[config.mk]
export PLATFORM = sky130hd
export DESIGN_NAME = fetch_pc_gen
export DESIGN_NICKNAME = d
export VERILOG_FILES = /design/src/rtl/fetch_pc_gen.sv
export SDC_FILE = /design/constraint.sdc
export NUM_CORES = 1
export LEC_CHECK = 0
export ABC_CLOCK_PERIOD_IN_PS = 3700
export CORE_MARGIN = 2
export CORE_UTILIZATION = 51
export DETAILED_ROUTE_END_ITERATION = 8
export PLACE_DENSITY = 0.93
export SLEW_MARGIN = 20
export SYNTH_ARGS = -nofsm -noshare
export SYNTH_HDL_FRONTEND = slang
export SYNTH_SLANG_ARGS = --single-unit
[constraint.sdc]
create_clock -name clk -period 3.7 [get_ports clk]
set_input_delay 0.74 -clock clk [delete_from_list [all_inputs] [get_ports clk]]
set_output_delay 0.74 -clock clk [all_outputs]
set_load 0.1 [all_outputs]
[src/rtl/fetch_pc_gen.sv]
// Fetch PC generator: BOOT/RUN/HALT sequencing, seq/jal/jalr/trap redirect, sticky misalign.
// Optional return-address stack built when FETCH_PC_RAS_EN is defined.
module fetch_pc_gen #(
  parameter int              XLEN      = 64,
  parameter logic [XLEN-1:0] RESET_PC  = XLEN'(64'h7ffffffc),
  parameter int              RAS_DEPTH = 4
) (
  input  logic            clk,
  input  logic            rst,
  input  logic [2:0]      pc_sel,
  input  logic [XLEN-1:0] rs1,
  input  logic [XLEN-1:0] imm,
  input  logic            fetch_ready,
  input  logic            trap_valid,
  input  logic [XLEN-1:0] trap_vec,
  input  logic            ras_push,
  input  logic            ras_pop,
  output logic [XLEN-1:0] pc,
  output logic            fetch_valid,
  output logic            misalign_err,
  output logic [XLEN-1:0] ras_top,
  output logic            ras_empty
);

  typedef enum logic [1:0] {BOOT, RUN, HALT} state_e;

  state_e          state_q, state_d;
  logic [XLEN-1:0] pc_q, pc_d;
  logic            err_q, err_d;
  logic [XLEN-1:0] target;
  logic            sel_ok;
  logic            xfer;       // accepted, well-formed, aligned transfer

  always_comb begin
    target = '0;
    sel_ok = 1'b1;
    case (pc_sel)
      3'b001:  target = pc_q + XLEN'(4);
      3'b010:  target = pc_q + {imm[XLEN-2:0], 1'b0};
      3'b100:  target = (rs1 + imm) & ~XLEN'(1);
      default: sel_ok = 1'b0;
    endcase
  end

  always_comb begin
    state_d = state_q;
    pc_d    = pc_q;
    err_d   = err_q;
    xfer    = 1'b0;
    case (state_q)
      BOOT: state_d = RUN;
      RUN: begin
        if (trap_valid) begin
          pc_d  = trap_vec & ~XLEN'(3);
          err_d = 1'b0;
        end else if (fetch_ready && sel_ok) begin
          if (target[1]) begin
            err_d   = 1'b1;
            state_d = HALT;
          end else begin
            pc_d = target;
            xfer = 1'b1;
          end
        end
      end
      HALT: begin
        if (trap_valid) begin
          pc_d    = trap_vec & ~XLEN'(3);
          err_d   = 1'b0;
          state_d = RUN;
        end
      end
      default: state_d = BOOT;
    endcase
  end

  always_ff @(posedge clk or posedge rst) begin
    if (rst) begin
      state_q <= BOOT;
      pc_q    <= RESET_PC;
      err_q   <= 1'b0;
    end else begin
      state_q <= state_d;
      pc_q    <= pc_d;
      err_q   <= err_d;
    end
  end

  assign pc           = pc_q;
  assign fetch_valid  = (state_q == RUN);
  assign misalign_err = err_q;

`ifdef FETCH_PC_RAS_EN
  localparam int PTR_W = $clog2(RAS_DEPTH);
  localparam logic [PTR_W:0] CNT_FULL = RAS_DEPTH[PTR_W:0];

  // ptr points at the next free slot; cnt saturates so overwrite-oldest stays circular
  logic [XLEN-1:0]  ras_q [RAS_DEPTH];
  logic [XLEN-1:0]  ras_d [RAS_DEPTH];
  logic [PTR_W-1:0] ptr_q, ptr_d, top_idx;
  logic [PTR_W:0]   cnt_q, cnt_d;
  logic [XLEN-1:0]  ret_addr;

  assign top_idx  = ptr_q - 1'b1;
  assign ret_addr = pc_q + XLEN'(4);

  always_comb begin
    ras_d = ras_q;
    ptr_d = ptr_q;
    cnt_d = cnt_q;
    if (xfer) begin
      if (ras_push && ras_pop && cnt_q != '0) begin
        ras_d[top_idx] = ret_addr;
      end else if (ras_push) begin
        ras_d[ptr_q] = ret_addr;
        ptr_d        = ptr_q + 1'b1;
        if (cnt_q != CNT_FULL) cnt_d = cnt_q + 1'b1;
      end else if (ras_pop && cnt_q != '0) begin
        ptr_d = top_idx;
        cnt_d = cnt_q - 1'b1;
      end
    end
  end

  always_ff @(posedge clk or posedge rst) begin
    if (rst) begin
      for (int i = 0; i < RAS_DEPTH; i++) ras_q[i] <= '0;
      ptr_q <= '0;
      cnt_q <= '0;
    end else begin
      ras_q <= ras_d;
      ptr_q <= ptr_d;
      cnt_q <= cnt_d;
    end
  end

  assign ras_empty = (cnt_q == '0);
  assign ras_top   = ras_empty ? '0 : ras_q[top_idx];
`else
  logic unused_ras;
  assign unused_ras = ras_push ^ ras_pop ^ xfer;
  assign ras_top    = '0;
  assign ras_empty  = 1'b1;
`endif

endmodule

==> results by group, run 1 <==
Clock network
  – CTS Buffer Depth: 2
  – Hold-fix buffers, CTS: 0
  – Clk sinks: 65
  – Clock Tree Root: clkbuf_16
  – CTS Buf Count: 9
  – H-tree levels: 3

Yosys
  – Synth area leader: ha_1
  – Number of synthesized flops with an enable pin: 0
  – Post-synthesis sequential area ratio: 13.8%
  – Synthesized area: 0.0120 mm^2
  – Post-Syn Instances: 1661
  – Post-synth top area share: 13.1%
  – Synth Flop Type: dfrtp_1
  – Async SR Flop Fraction: 100%
  – Syn_area_per_cell: 7.24 um^2
  – Number of library cell types mapped by synthesis: 91
  – Seq cells post-synth: 65
  – Top post-synthesis cells by area: ha_1 (13%), dfrtp_1 (7.5%), a21oi_1 (7.4%)
  – Yosys warning count: 0

Floorplanning
  – Ports: 332
  – Die span in y: 158 um
  – FP Rows: 56
  – Initial Utilization: 51.5%
  – Die width: 158 um

Global route
  – Largest net degree at the start of global routing: 45
  – Gr usage total: 65.3%
  – Grt ovf: 5

Placement
  – Gpl congestion: 1.04
  – Buffers on Ports: 260
  – Post-placement setup slack: -0.810 ns
  – Dpl hpwl: 41.9 mm
  – Placed inst area: 0.0173 mm^2

Run status
  – Error msg: [ERROR GRT-0232] Routing congestion too high. Check the congestion heatmap in the GUI.
  – Stop stage: global routing
  – Status: did not finish

Timing
  – Grt repair worst endpoint: pc[44]$_DFFE_PP0P_/D
  – Worst ep type: register input
[routing by layer]
metal	global-route usage, %	GRT overflow
met5	26.5	0
met4	62.1	3
met3	50.6	0
met2	82.8	2
met1	64.5	0
[Yosys cell counts, types with 15 or more instances]
cell type    n
a21oi_1    178
o21ai_0    163
nand2_1    146
ha_1       126
nor2_1      98
clkbuf_1    80
and2_1      72
buf_4       67
a21o_1      59
xnor2_1     53
xor2_1      45
inv_1       44
nand4_1     44
dfrtp_1     36
dfstp_2     29
nand3_1     29
or3_1       25
o21bai_1    24
o221ai_1    24
nor3_1      23
o21a_1      22
a211oi_1    19
o21ai_1     18
o211ai_1    16
a221oi_1    15
a31oi_1     15
and3_1      15
[per-stage QoR]
step / hold slack, ns / TNS, ns / utilization (%) / cells
4_1_cts: 0.494 / 0 / 78.1 / 2564
3_5_place_dp: 0.487 / -25.14 / 74.2 / 2529
3_3_place_gp: 0.476 / -19.05 / 74.2 / 2529
2_1_floorplan: 0.499 / 0 / - / 1726
[cell families after synthesis]
group,share of synthesized area (%)
simple gates,20.7
xor+xnor,7.27
mux,1.01
compound gates,34.8
fa+ha+maj,13.4
flops,13.8
buf+inv,8.81
other cells,0.0625
[what timing repair did]
item | in CTS
setup endpoints to repair | 39
setup buffers | 17
gates resized for setup | 89
cloned | 2
pin swaps | 49
==> inputs of run 2 (changes only) <==
CORE_UTILIZATION = 40   (was 51)
PLACE_DENSITY = not set   (was 0.93)
PLACE_DENSITY_LB_ADDON = 0.15   (was not set)
==> results by group, run 2 <==
Detailed routing
  – Initial DRT Pass Iterations: 5
  – DRC: 0
  – Final wirelength: 54.0 mm
  – Average wire per standard cell: 19.9 um
  – 1st-iter DRT viols: 1220
  – Via count: 15.4k
  – Via density: 5.66
  – Antenna-violating nets left: 0

Worst hold path
  – HP Class: flop to flop
  – Hold path cells: 2

Yosys
  – Async SR Flop Fraction: 100%
  – Commonest cells post-synth: a21oi_1 (178), o21ai_0 (163), nand2_1 (146), ha_1 (126), nor2_1 (98)
  – Synth Flop Type: dfrtp_1
  – Number of synthesized flops with an enable pin: 0
  – Seq cells post-synth: 65
  – Syn_area_per_cell: 7.24 um^2
  – Post-Syn Instances: 1661
  – Post-synth top area share: 13.1%
  – Top post-synthesis cells by area: ha_1 (13%), dfrtp_1 (7.5%), a21oi_1 (7.4%)
  – Most common cell in the netlist: a21oi_1
  – Synthesized area: 0.0120 mm^2
  – Synth area leader: ha_1
  – Yosys warning count: 0
  – Post-synthesis sequential area ratio: 13.8%
  – Number of library cell types mapped by synthesis: 91

Critical path
  – Crit path max fanout: 3
  – Worst path arrival time: 3.95 ns
  – Required time of the critical path: 3.94 ns
  – CP startpoint kind: input pin
  – Reg2Reg Depth: 13
  – Worst Setup End Kind: flop
  – Worst Path Class, Setup: input pin to flop

Run status
  – Failing checks: negative setup slack
  – Status: finished, violations left

Global route
  – Initial antenna violation count: 0
  – Largest net degree at the start of global routing: 66
  – Number of global-route vias before repair: 15.0k
  – First-pass GRT wire length: 81.5 mm
  – Grt ovf: 0
  – Gr usage total: 33.3%

Timing
  – Fmax: 0.270 GHz
  – Worst Slack Setup Final: -0.00534 ns
  – Final Cycle Share: 100%
  – Final Hold Fails: 0
  – Clk_skew: 0.0152 ns
  – Min Tclk post-route: 3.71 ns
  – Unrepaired setup endpoints after global routing: yes
  – Total negative slack: -0.00534 ns
  – Final setup violation count: 1
  – Worst slew margin: 33.3%
  – Actual transition at the worst max-transition pin: 0.997 ns
  – Slew Limit Fails: 0

Clock network
  – CTS tree: built
  – Worst-Skew Late Latency: 0.36 ns
  – Clock Tree Root: clkbuf_16
  – Clk sinks: 65
  – CTS Buffer Depth: 2
  – H-tree levels: 3
  – CTS Buf Count: 9
  – Clock transition at path regs: 0.07 ns

Layout
  – P&R area growth vs syn: 64.2%
  – Final #Nets: 2649
  – Most frequent cells in the layout: buf_4 (492), clkdlybuf4s50_1 (224), o21ai_0 (143)
  – Number of diodes: 0
  – Layout Utilization: 66.6%
  – Largest register FFs: 62
  – Share of layout cells above drive strength 1: 32.4%
  – Most common cell after layout, fill and taps aside: buf_4

Floorplanning
  – Ports: 332
  – Initial Utilization: 40.6%
  – FP Rows: 63
  – Die Area: 0.0315 mm^2
  – Core area: 0.0296 mm^2
  – Die width: 177 um
  – Die span in y: 177 um

Power
  – PwrDens: 594 mW/mm^2
  – Leak: 0.00886 uW
  – Worst ir drop on vdd: 0.468 mV
  – Total power: 11700 uW

Placement
  – Dpl hpwl: 42.0 mm
  – Buffers on Ports: 260
  – Gpl congestion: 1.01

Run
  – Max cap viols: 0
## run 2: cell counts after synthesis
No cell type changed its count.
## run 2: critical path, stage by stage
cell and delay [ns]:
clkdlybuf4s50_1 0.42, ha_1 0.32, buf_4 0.14, nand4_1 0.23, a211oi_2 0.31, o21ai_2 0.11, o22ai_4 0.26, o31ai_1 0.10
buf_4 0.17, a211o_4 0.37, buf_4 0.15, a211o_1 0.30, a21oi_1 0.14, nand3b_1 0.12, a21oi_1 0.06
## run 2: cells by family after synthesis
group	synth area share, %
xor+xnor	7.27
buf+inv	8.81
simple gates	20.7
other cells	0.0625
compound gates	34.8
flops	13.8
fa+ha+maj	13.4
mux	1.01
## run 2: final timing paths
check / start / slack (ns) / to
setup / recovery: imm[2] / -0.005 / pc[47]
hold / removal: pc[17] / 0.50 / pc[17]
hold reg to reg: pc[17] / 0.50 / pc[17]
setup reg to reg: pc[2] / 0.43 / pc[36]
min in group asynchronous: rst / 0.81 / state_q[1]
max in group asynchronous: rst / 2.55 / pc[30]
## run 2: cell type report
cell class                      count  area [um^2]
Clock buffer                       10          239
Clock inverter                      6          114
Fill cell                        2620         9900
Inverter                           44          165
Multi-Input combinational cell   1453        10700
Sequential cell                    65         1660
Tap cell                          390          488
Timing Repair Buffer              747         6410
## run 2: power by group
part | switching (uW) | internal (uW)
Combinational | 5820 | 3150
Sequential | 486 | 1180
Clock | 410 | 681
Total | 6720 | 5010
## run 2: stage by stage
step | area (um^2) | hold slack [ns] | cells | worst slack, ns
final | 19700 | 0.497 | 2715 | -0.00534
after CTS | 19300 | 0.497 | 2712 | 0.00330
after global placement | 18000 | 0.477 | 2669 | -0.797
after detailed placement | 18000 | 0.488 | 2669 | -0.858
after global routing | 19700 | 0.519 | 2715 | -0.107
after floorplan | 12300 | 0.499 | 1726 | 0.00803
## run 2: repair_timing
item | in CTS | in global routing
gates resized for setup | 131 | 111
setup buffers | 27 | 12
hold buffers | 0 | 0
gates cloned | 3 | 0
pin swaps | 59 | 74
setup endpoints to repair | 40 | 36
hold endpoints to repair | 0 | 0
## run 2: layer usage
layer | vias up | track usage [%] | share of wire (%)
met3 | 94 | 5.46 | 7.7
met1 | 7264 | 44.4 | 44
met2 | 668 | 54.0 | 45
li1 | 7347 | - | -
met5 | - | 0 | 0
met4 | 0 | 12.4 | 3.4
No activity file was read; power rests on OpenSTA's default activity.
